**config.mk**
```make
export PLATFORM = sky130hd
export DESIGN_NAME = interrupt_controller_flat
export DESIGN_NICKNAME = d
export VERILOG_FILES = /design/src/rtl/interrupt_controller_if.sv /design/src/rtl/interrupt_controller.sv /design/src/flat_wrapper.sv
export SDC_FILE = /design/constraint.sdc
export NUM_CORES = 1
export LEC_CHECK = 0
export CAP_MARGIN = 20
export CELL_PAD_IN_SITES_DETAIL_PLACEMENT = 1
export CELL_PAD_IN_SITES_GLOBAL_PLACEMENT = 2
export CORE_AREA = 2 2 56 58
export DETAILED_ROUTE_END_ITERATION = 10
export DIE_AREA = 0 0 58 60
export PLACE_DENSITY_LB_ADDON = 0.1
export SLEW_MARGIN = 20
export SYNTH_ARGS = -nofsm -noshare
export SYNTH_HDL_FRONTEND = slang
export SYNTH_SLANG_ARGS = --single-unit
```
**constraint.sdc**
```tcl
create_clock -name clk -period 2.9 [get_ports clk]
set_clock_uncertainty 0.2 [all_clocks]
set_input_delay 0.58 -clock clk [delete_from_list [all_inputs] [get_ports clk]]
set_output_delay 0.58 -clock clk [all_outputs]
set_load 0.01 [all_outputs]
```
**src/rtl/interrupt_controller_if.sv**
```systemverilog
// ---------------------------------------------------------------------------
// interrupt_controller_if
// Bundles the request/dispatch signals between the interrupt sources, the
// CPU core and the interrupt controller.
//
//   irq_in         : per-channel request lines (sources -> controller)
//   enable         : per-channel dispatch enable (CPU -> controller)
//   s_finished     : one-cycle "handler returned" pulse (CPU -> controller)
//   s_interruption : one-cycle dispatch pulse (controller -> CPU)
//   dir_out        : subroutine address of the top-of-stack handler
//   active         : at least one handler in service
//   active_id      : channel at top of the in-service stack
//   pending        : latched request bits
//
// Modports: master = CPU/source side, slave = controller side.
// ---------------------------------------------------------------------------
interface interrupt_controller_if #(
    parameter int N_SRC  = 4,
    parameter int ADDR_W = 10,
    parameter int ID_W   = (N_SRC > 1) ? $clog2(N_SRC) : 1
);
    logic [N_SRC-1:0]  irq_in;
    logic [N_SRC-1:0]  enable;
    logic              s_finished;
    logic              s_interruption;
    logic [ADDR_W-1:0] dir_out;
    logic              active;
    logic [ID_W-1:0]   active_id;
    logic [N_SRC-1:0]  pending;

    modport master (
        output irq_in, enable, s_finished,
        input  s_interruption, dir_out, active, active_id, pending
    );

    modport slave (
        input  irq_in, enable, s_finished,
        output s_interruption, dir_out, active, active_id, pending
    );
endinterface

```
**src/rtl/interrupt_controller.sv**
```systemverilog
// ---------------------------------------------------------------------------
// interrupt_controller
// Vectored, priority-ordered interrupt controller with an in-service nesting
// stack. Channel 0 has the highest priority. Requests are latched per channel
// (edge or level, per EDGE_MODE), masked by enable, and the best eligible one
// is dispatched as a one-cycle s_interruption pulse together with its vector.
// A deeper stack (NEST_DEPTH > 1) lets strictly higher-priority channels
// preempt the running handler; s_finished pops the stack.
//
// Ports:
//   clk   : system clock, rising edge
//   reset : asynchronous, active-low reset
//   bus   : interrupt_controller_if.slave (see interface header)
// ---------------------------------------------------------------------------
module interrupt_controller #(
    parameter int                      N_SRC      = 4,
    parameter int                      ADDR_W     = 10,
    parameter int                      NEST_DEPTH = 1,
    parameter logic [N_SRC*ADDR_W-1:0] VECTORS    = {10'h3FD, 10'h012, 10'h3FC, 10'h3FB},
    parameter logic [N_SRC-1:0]        EDGE_MODE  = {N_SRC{1'b1}}
) (
    input  logic                     clk,
    input  logic                     reset,
    interrupt_controller_if.slave    bus
);

    localparam int ID_W    = (N_SRC > 1) ? $clog2(N_SRC) : 1;
    localparam int DEPTH_W = $clog2(NEST_DEPTH + 1);

    logic [N_SRC-1:0]   r_pending;
    logic [N_SRC-1:0]   r_irq_prev;
    logic [ID_W-1:0]    r_stack [NEST_DEPTH];
    logic [DEPTH_W-1:0] r_depth;
    logic               r_sint;
    logic [ADDR_W-1:0]  r_dir;
    logic               r_active;
    logic [ID_W-1:0]    r_active_id;

    logic [N_SRC-1:0]   w_edge;
    logic [N_SRC-1:0]   w_req;
    logic               w_has_cand;
    logic [ID_W-1:0]    w_cand;
    logic               w_room;
    logic               w_pop;
    logic               w_dispatch;
    logic               w_below_valid;
    logic [ID_W-1:0]    w_below_id;
    logic [N_SRC-1:0]   w_on_next;
    logic [N_SRC-1:0]   w_pend_next;

    function automatic logic [ADDR_W-1:0] vector_of(input logic [ID_W-1:0] id);
        return VECTORS[int'(id)*ADDR_W +: ADDR_W];
    endfunction

    assign w_edge = bus.irq_in & ~r_irq_prev;
    assign w_req  = r_pending & bus.enable;

    // Lowest-index eligible request wins (scan downwards, last hit is lowest).
    always_comb begin
        w_has_cand = 1'b0;
        w_cand     = '0;
        for (int i = N_SRC - 1; i >= 0; i--) begin
            if (w_req[i]) begin
                w_has_cand = 1'b1;
                w_cand     = ID_W'(i);
            end
        end
    end

    assign w_room = int'(r_depth) < NEST_DEPTH;
    assign w_pop  = bus.s_finished && (r_depth != '0);

    // r_active_id always mirrors the top of the stack, so preemption compares
    // against it directly. s_finished and the gap after a dispatch both block.
    assign w_dispatch = w_has_cand && !bus.s_finished && !r_sint &&
                        ((r_depth == '0) || (w_room && (w_cand < r_active_id)));

    // Entry that becomes the new top after a pop (only exists for depth >= 2).
    always_comb begin
        w_below_valid = 1'b0;
        w_below_id    = '0;
        for (int k = 0; k < NEST_DEPTH - 1; k++) begin
            if (k + 2 == int'(r_depth)) begin
                w_below_valid = 1'b1;
                w_below_id    = r_stack[k];
            end
        end
    end

    // Stack membership after this edge; level channels are held off while in
    // service, so a popped level channel can re-latch on the popping edge.
    always_comb begin
        w_on_next = '0;
        for (int i = 0; i < N_SRC; i++) begin
            for (int k = 0; k < NEST_DEPTH; k++) begin
                if ((k < int'(r_depth)) && (int'(r_stack[k]) == i)) begin
                    w_on_next[i] = 1'b1;
                end
            end
            if (w_pop && (int'(r_active_id) == i)) begin
                w_on_next[i] = 1'b0;
            end
            if (w_dispatch && (int'(w_cand) == i)) begin
                w_on_next[i] = 1'b1;
            end
        end
    end

    // A fresh edge on the dispatched channel wins over its clear.
    always_comb begin
        w_pend_next = '0;
        for (int i = 0; i < N_SRC; i++) begin
            if (EDGE_MODE[i]) begin
                w_pend_next[i] = w_edge[i] |
                                 (r_pending[i] & ~(w_dispatch && (int'(w_cand) == i)));
            end else begin
                w_pend_next[i] = bus.irq_in[i] & ~w_on_next[i];
            end
        end
    end

    always_ff @(posedge clk or negedge reset) begin
        if (!reset) begin
            r_pending   <= '0;
            r_irq_prev  <= '0;
            r_depth     <= '0;
            r_sint      <= 1'b0;
            r_dir       <= '0;
            r_active    <= 1'b0;
            r_active_id <= '0;
            for (int k = 0; k < NEST_DEPTH; k++) begin
                r_stack[k] <= '0;
            end
        end else begin
            r_irq_prev <= bus.irq_in;
            r_pending  <= w_pend_next;
            r_sint     <= w_dispatch;
            if (w_dispatch) begin
                for (int k = 0; k < NEST_DEPTH; k++) begin
                    if (k == int'(r_depth)) begin
                        r_stack[k] <= w_cand;
                    end
                end
                r_depth     <= r_depth + DEPTH_W'(1);
                r_dir       <= vector_of(w_cand);
                r_active_id <= w_cand;
                r_active    <= 1'b1;
            end else if (w_pop) begin
                r_depth <= r_depth - DEPTH_W'(1);
                if (w_below_valid) begin
                    r_dir       <= vector_of(w_below_id);
                    r_active_id <= w_below_id;
                end else begin
                    r_dir       <= '0;
                    r_active_id <= '0;
                    r_active    <= 1'b0;
                end
            end
        end
    end

    assign bus.s_interruption = r_sint;
    assign bus.dir_out        = r_dir;
    assign bus.active         = r_active;
    assign bus.active_id      = r_active_id;
    assign bus.pending        = r_pending;

endmodule

```
**src/flat_wrapper.sv**
```systemverilog
// flat-port wrapper written by rule: the top's interface ports become plain ports
module interrupt_controller_flat 
#(
    parameter int                      N_SRC      = 4,
    parameter int                      ADDR_W     = 10,
    parameter int                      NEST_DEPTH = 1,
    parameter logic [N_SRC*ADDR_W-1:0] VECTORS    = {10'h3FD, 10'h012, 10'h3FC, 10'h3FB},
    parameter logic [N_SRC-1:0]        EDGE_MODE  = {N_SRC{1'b1}}
)
  (clk, reset, bus_irq_in, bus_enable, bus_s_finished, bus_s_interruption, bus_dir_out, bus_active, bus_active_id, bus_pending);
  interrupt_controller_if #(.N_SRC(N_SRC), .ADDR_W(ADDR_W)) bus_i ();
  input  logic clk;
  input  logic reset;
  input wire logic [$bits(bus_i.irq_in)-1:0] bus_irq_in;
  input wire logic [$bits(bus_i.enable)-1:0] bus_enable;
  input wire logic [$bits(bus_i.s_finished)-1:0] bus_s_finished;
  output wire logic [$bits(bus_i.s_interruption)-1:0] bus_s_interruption;
  output wire logic [$bits(bus_i.dir_out)-1:0] bus_dir_out;
  output wire logic [$bits(bus_i.active)-1:0] bus_active;
  output wire logic [$bits(bus_i.active_id)-1:0] bus_active_id;
  output wire logic [$bits(bus_i.pending)-1:0] bus_pending;
  assign bus_i.irq_in = bus_irq_in;
  assign bus_i.enable = bus_enable;
  assign bus_i.s_finished = bus_s_finished;
  assign bus_s_interruption = bus_i.s_interruption;
  assign bus_dir_out = bus_i.dir_out;
  assign bus_active = bus_i.active;
  assign bus_active_id = bus_i.active_id;
  assign bus_pending = bus_i.pending;
  interrupt_controller #(.N_SRC(N_SRC), .ADDR_W(ADDR_W), .NEST_DEPTH(NEST_DEPTH), .VECTORS(VECTORS), .EDGE_MODE(EDGE_MODE)) u_core (.clk(clk), .reset(reset), .bus(bus_i));
endmodule
```
==> summary.md, run 1 <==
| Metric | Value |
|---|---|
| Status | complete, no violations |
| I/O pin total | 29 |
| Final Hold Viols | 0 |
| Post-route setup slack | 649.2 ps |
| Clk_lat worst skew | 280 ps |
| Slew @ Worst Pin | 731.5 ps |
| Post-synth EDFFs | 0 |
| Resized Gates After CTS | 0 |
| WP data required | 2870 ps |
| Commonest cells in the netlist | 16 x dfrtp_1, 8 x nand2_1, 7 x buf_4, 7 x inv_1 |
| Initial antenna violation count | 0 |
| Worst Setup Path Type | in -> reg |
| Post-Synthesis Cells | 67 |
| Clock transition at path regs | 90 ps |
| Post-synthesis net count | 82 |
| Initial core utilization | 0.2552 |
| Port Buffers | 28 |
| Critical Path Start Type | input pin |
| Final period utilization | 0.7761 |
| Post-synthesis sequential area ratio | 0.5405 |
| Clk sinks | 16 |
| GRT Resource Usage Total | 0.1135 |
| Antenna Nets Post-Route | 0 |
| Syn Area/Cell | 11.06 sq um |
| Layout Nets | 108 |
| Post-placement worst setup slack | 332.7 ps |
| Synth warnings | 0 |
| Post-Syn Area | 740.7 sq um |
| Yosys reg bits | 16 |
| Die Area | 3480 sq um |
| CP Max Fanout | 4 |
| Multiplexer share of the synthesized area | 0 |
| Row count | 20 |
| Simple-Gate Fraction of Synth Area | 0.08615 |
| Share of the synthesized area in the top cell type | 0.5405 |
| Largest net degree at the start of global routing | 17 |
| Design area | 1046 sq um |
| Slowest CP cell | clkdlybuf4s50_1 |
| Vias in the first global route | 589 |
| Min cycle time layout | 2251 ps |
| Crit path DAT | 2220 ps |
| Hold buffers post-CTS | 0 |
| Worst vdd ir | 0.0003557 V |
| DRT Pass-1 Iters | 4 |
| RSZ-0062 raised after global routing | false |
| Synth Area in XOR/XNOR | 0 |
| CTS tree | built |
| Synth-to-Final Area Change | 41.22% |
| Count leader, synth | dfrtp_1 |
| Total number of vias | 552 |
| Max frequency | 444.3 MHz |
| Filler cells | 330 |
| DIE HEIGHT | 60 um |
| Vias/cell | 4.416 |
| Die width | 58 um |
| Slew HR | 0.5108 |
| DR WL/cell | 13.08 um |
| Clk buf depth | 2 |
| First-pass GRT wire length | 2891 um |
| Pwr dens | 860.2 nW/um^2 |
| Top_reg_cell synth | dfrtp_1 |
| Remaining DRCs | 0 |
| Detail Placement HPWL | 1254 um |
| Layout cells sized above 1 | 0.07609 |
| Async SR Flop Fraction | 1.000 |
| CTS buffer count | 3 |
| Leakage power | 0.4856 nW |
| Largest family of logic cells by synthesized area | compound AO/OA/AOI/OAI gates |
| Worst path cell trace | clkdlybuf4s50_1, a22oi_2, nor2b_1, inv_1, ha_1, nor3_1, nor2_1 |
| Routed Wire Length | 1635 um |
| Reg area | 400.4 sq um |
| Synth unique cells | 19 |
| Compound-Gate Fraction of Synth Area | 0.1909 |
| Slew Limit Fails | 0 |
| Dominant cells by area after synthesis | dfrtp_1 54%, buf_4 7.1%, ha_1 6.8% |
| # setup viols final | 0 |
| Setup TNS | 0 ps |
| Root Driver | clkbuf_4 |
| CP max stage delay | 440 ps |
| Area of the multi-input gates | 255.2 sq um |
| Area leader, netlist | dfrtp_1 |
| Synth Area in Adders | 0.06757 |
| Gpl congestion | 0.7437 |
| First DRT Iteration DRCs | 3 |
| Nature of the critical path endpoint | flip-flop |
| Post-CTS setup buffers | 0 |
| GRT overflow | 0 |
| # H-tree levels | 1 |
| Dpl cell area | 1010 sq um |
| Core area | 2903 sq um |
| Overall power | 899.8 uW |
| HP Class | reg -> reg |
| MaxCap Viol Count | 0 |
| Ant diodes | 0 |
[state kept, by name (all words and copies together) (netlist names)]
name	flops
u_core.r_irq_prev	4
u_core.bus.dir_out	4
u_core.bus.s_interruption	1
u_core.bus.pending	4
u_core.r_depth	1
u_core.bus.active_id	2
[kinds of logic after synthesis]
| family | after synthesis |
|---|---|
| DFF | 16 |
| buffers and inverters | 15 |
| and+or+nand+nor | 15 |
| AOI/OAI and AO/OA | 17 |
| adders and majority gates | 4 |
[layer usage]
metal / track usage / vias to the layer above / share of wire
met3: 0.02597 / 2 / 0.059
met4: 0.05980 / 0 / 0.0098
met5: 0 / - / 0
met1: 0.1561 / 261 / 0.50
li1: - / 274 / -
met2: 0.1656 / 15 / 0.43
[through the flow]
stage / std cells / hold slack [ps] / util
finish: 125 / 321.5 / 0.3603
floorplan: 67 / 84.41 / -
detailed placement: 121 / 309.8 / 0.3478
global placement: 121 / 322.3 / 0.3478
global route: 125 / 397.3 / 0.3603
CTS: 125 / 340.4 / 0.3603
[worst paths after layout]
path	from	endpoint	slack [ps]	cells past startpoint
max	bus_enable[0]	u_core.bus.dir_out[1]	650	7
min	u_core.bus.dir_out[4]	u_core.bus.dir_out[4]	320	2
max reg2reg	u_core.bus.pending[0]	u_core.bus.dir_out[1]	920	6
min reg2reg	u_core.bus.dir_out[4]	u_core.bus.dir_out[4]	320	2
max in group asynchronous	reset	u_core.r_depth	1510	1
min in group asynchronous	reset	u_core.bus.dir_out[1]	530	1
[worst max-delay path, delay by kind of cell]
| kind | cells | cell delay [ps] |
|---|---|---|
| compound gates | 1 | 230 |
| fa+ha+maj | 1 | 230 |
| buf+inv | 2 | 570 |
| simple gates | 3 | 610 |
[layout make-up]
class                           instances  area share
Sequential cell                        16      0.3828
Timing Repair Buffer                   28      0.2679
Multi-Input combinational cell         36      0.2440
Tap cell                               33     0.03947
Clock buffer                            4     0.03469
Inverter                                8     0.03110
[power by group]
part / switching, mW / internal [mW] / total (mW)
Clock: 0.0669 / 0.0763 / 0.143
Sequential: 0.0612 / 0.286 / 0.348
Combinational: 0.170 / 0.239 / 0.409
[layout by cell type, fill, tap and decap left out, types with 2 or more instances in the layout]
cell and instances:
nor2_1 2, clkbuf_4 3, o21ai_0 4, dfrtp_1 16, inv_1 7, clkdlybuf4s50_1 28, nand3_1 3, a21o_1 2
a22o_1 4, ha_1 4, nand2_1 8, a22oi_1 2
Note: power is estimated with default switching activity, not from simulation.
==> inputs of run 2 (changes only) <==
--- a/config.mk
+++ b/config.mk
@@ -8,9 +8,9 @@
 export CAP_MARGIN = 20
 export CELL_PAD_IN_SITES_DETAIL_PLACEMENT = 1
 export CELL_PAD_IN_SITES_GLOBAL_PLACEMENT = 2
-export CORE_AREA = 2 2 56 58
+export CORE_AREA = 2 2 58 60
 export DETAILED_ROUTE_END_ITERATION = 10
-export DIE_AREA = 0 0 58 60
+export DIE_AREA = 0 0 60 62
 export PLACE_DENSITY_LB_ADDON = 0.1
 export SLEW_MARGIN = 20
 export SYNTH_ARGS = -nofsm -noshare
==> constraint.sdc (replaced) <==
create_clock -name clk -period 2.4 [get_ports clk]
set_clock_uncertainty 0.2 [all_clocks]
set_input_delay 0.48 -clock clk [delete_from_list [all_inputs] [get_ports clk]]
set_output_delay 0.48 -clock clk [all_outputs]
set_load 0.01 [all_outputs]
==> run 2 against run 1 <==
Register-to-register slack lost 380 ps. Global-route usage shrank 0.58 points. First-iteration DRC count rose to 3.0 times the previous value. Wire length increased by 4.6%. Worst setup slack lost 280 ps.
==> summary.md, run 2 (same netlist as run 1, synthesis figures left out) <==
| Metric | Value |
|---|---|
| Total number of vias | 577 (+4.5%) |
| Clk buf depth | 2 (unchanged) |
| Layout Nets | 112 (+3.7%) |
| GRT busiest layer | met2 |
| DR WL/cell | 12.13 um (-7.3%) |
| Layout cells sized above 1 | 0.1053 (+0.02918) |
| Cell Count, Final, Fillers Out | 141 (+13%) |
| Worst path cell trace | clkdlybuf4s50_1, a22oi_2, nor2b_1, inv_1, ha_1, nor3_1, nor2_1 |
| # H-tree levels | 1 (unchanged) |
| Antenna Nets Post-Route | 0 (unchanged) |
| Row count | 21 (+5.0%) |
| CTS tree | built |
| Clk sinks | 16 (unchanged) |
| Max frequency | 492.8 MHz |
| Synth-to-Final Area Change | 45.61% |
| Worst vdd ir | 0.0002436 V (-32%) |
| Root Driver | clkbuf_4 |
| Commonest non-fill, non-tap cell in the layout | clkdlybuf4s50_1 |
| Clk_lat worst skew | 280 ps (about the same) |
| # setup viols final | 0 (unchanged) |
| DRT Pass-1 Iters | 4 (unchanged) |
| First-pass GRT wire length | 2856 um (-1.2%) |
| Min cycle time layout | 2029 ps |
| Final Core Density | 0.3392 (-0.02111) |
| Initial antenna violation count | 0 (unchanged) |
| Nature of the critical path endpoint | flip-flop |
| DIE HEIGHT | 62 um (+3.3%) |
| MaxCap Viol Count | 0 (unchanged) |
| CP max stage delay | 440 ps (about the same) |
| Count of buffer and inverter cells on the critical path | 2 (unchanged) |
| Slew @ Worst Pin | 315.4 ps (-416.1 ps) |
| Slowest CP cell | clkdlybuf4s50_1 |
| Core area | 3179 sq um (+9.5%) |
| Slew Limit Fails | 0 (unchanged) |
| Overall power | 1.072 mW (+19%) |
| Leakage power | 0.4975 nW (+2.5%) |
| Critical Path Start Type | input pin |
| Post-CTS setup buffers | 0 (unchanged) |
| Crit path DAT | 2000 ps (-220 ps) |
| Clock transition at path regs | 90 ps (about the same) |
| CTS buffer count | 3 (unchanged) |
| WP data required | 2370 ps (-500 ps) |
| Final Hold Viols | 0 (unchanged) |
| Setup TNS | 0 ps (unchanged) |
| Initial core utilization | 0.2330 (-0.02219) |
| Slew HR | 0.7897 (+0.2789) |
| Hold_ws | 310.3 ps (-11.27 ps) |
| Die width | 60 um (+3.4%) |
| Hold buffers post-CTS | 0 (unchanged) |
| GRT Resource Usage Total | 0.1077 (-0.005829) |
| Met2 GRT Util | 0.1630 (-0.002541) |
| Vias/cell | 4.092 (-7.3%) |
| GRT overflow | 0 (unchanged) |
| Detail Placement HPWL | 1341 um (+6.9%) |
| Vias in the first global route | 570 (-3.2%) |
| Pwr dens | 993.7 nW/um^2 (+16%) |
| Gpl congestion | 0.6743 (-9.3%) |
| Final period utilization | 0.8455 |
| Die Area | 3720 sq um (+6.9%) |
| RSZ-0062 raised after global routing | false |
| Resized Gates After CTS | 0 (unchanged) |
| Worst Setup Path Type | in -> reg |
| Cell family with most CP delay | buffers and inverters |
| Status | complete, no violations |
| Grt met1 use | 0.1458 (-0.01034) |
| Largest net degree at the start of global routing | 17 (unchanged) |
| First DRT Iteration DRCs | 9 (+6) |
| Ant diodes | 0 (unchanged) |
| M3 GR Usage | 0.02692 (+0.0009411) |
| Most frequent cells in the layout | 28 x clkdlybuf4s50_1, 16 x dfrtp_1, 8 x nand2_1 |
| I/O pin total | 29 (unchanged) |
| Remaining DRCs | 0 (unchanged) |
| Port Buffers | 28 (unchanged) |
| CP Max Fanout | 3 (-1) |
| Routed Wire Length | 1710 um (+4.6%) |
| Placed Instances | 138 (+14%) |
| HP Class | in -> async |
## run 2: path summary, 6_finish.rpt
kind                                        from                     to  slack (ps)  depth (start not counted)
max                                bus_enable[1]  u_core.bus.dir_out[1]         370                          7
min                                        reset  u_core.bus.pending[1]         310                          2
max reg2reg                u_core.bus.pending[0]  u_core.bus.dir_out[1]         540                          6
min reg2reg                u_core.bus.dir_out[0]  u_core.bus.dir_out[0]         310                          2
max in group asynchronous                  reset  u_core.bus.dir_out[8]        1510                          2
min in group clk           u_core.bus.dir_out[0]  u_core.bus.dir_out[0]         310                          2
## run 2: stage by stage
stage          area [sq um]  setup slack [ps]
5_1_grt                1079             183.9
4_1_cts                1079             384.4
2_1_floorplan         740.7             642.3
6_report               1079             370.9
3_5_place_dp           1056             77.66
3_3_place_gp           1056             94.78
## run 2: final cells by class
cell class	instances	area, sq um
fillers	357	2101
flip-flops and latches	16	400.4
repair buffers	32	310.3
multi-input cells	36	255.2
well taps	46	57.56
inverters	8	32.53
clock buffers	3	22.52
## run 2: worst register-to-register path: stages, from the launching register on
cell and delay (ps):
dfrtp_1 430, a22oi_2 280, nor2b_1 270, inv_1 90, ha_1 220, nor3_1 190
nor2_1 70
## run 2: metal layers
| layer | part of all wire | vias up |
|---|---|---|
| met5 | 0 | - |
| met4 | 0.012 | 0 |
| met3 | 0.047 | 2 |
| met2 | 0.44 | 19 |
| met1 | 0.49 | 277 |
| li1 | - | 279 |
## run 2: power by group
group	total, mW	switching [mW]	internal (mW)	leakage [nW]
Sequential	0.421	0.0750	0.346	0.185
Clock	0.140	0.0815	0.0582	0.0138
Combinational	0.511	0.210	0.301	0.299
Total	1.07	0.366	0.705	0.498
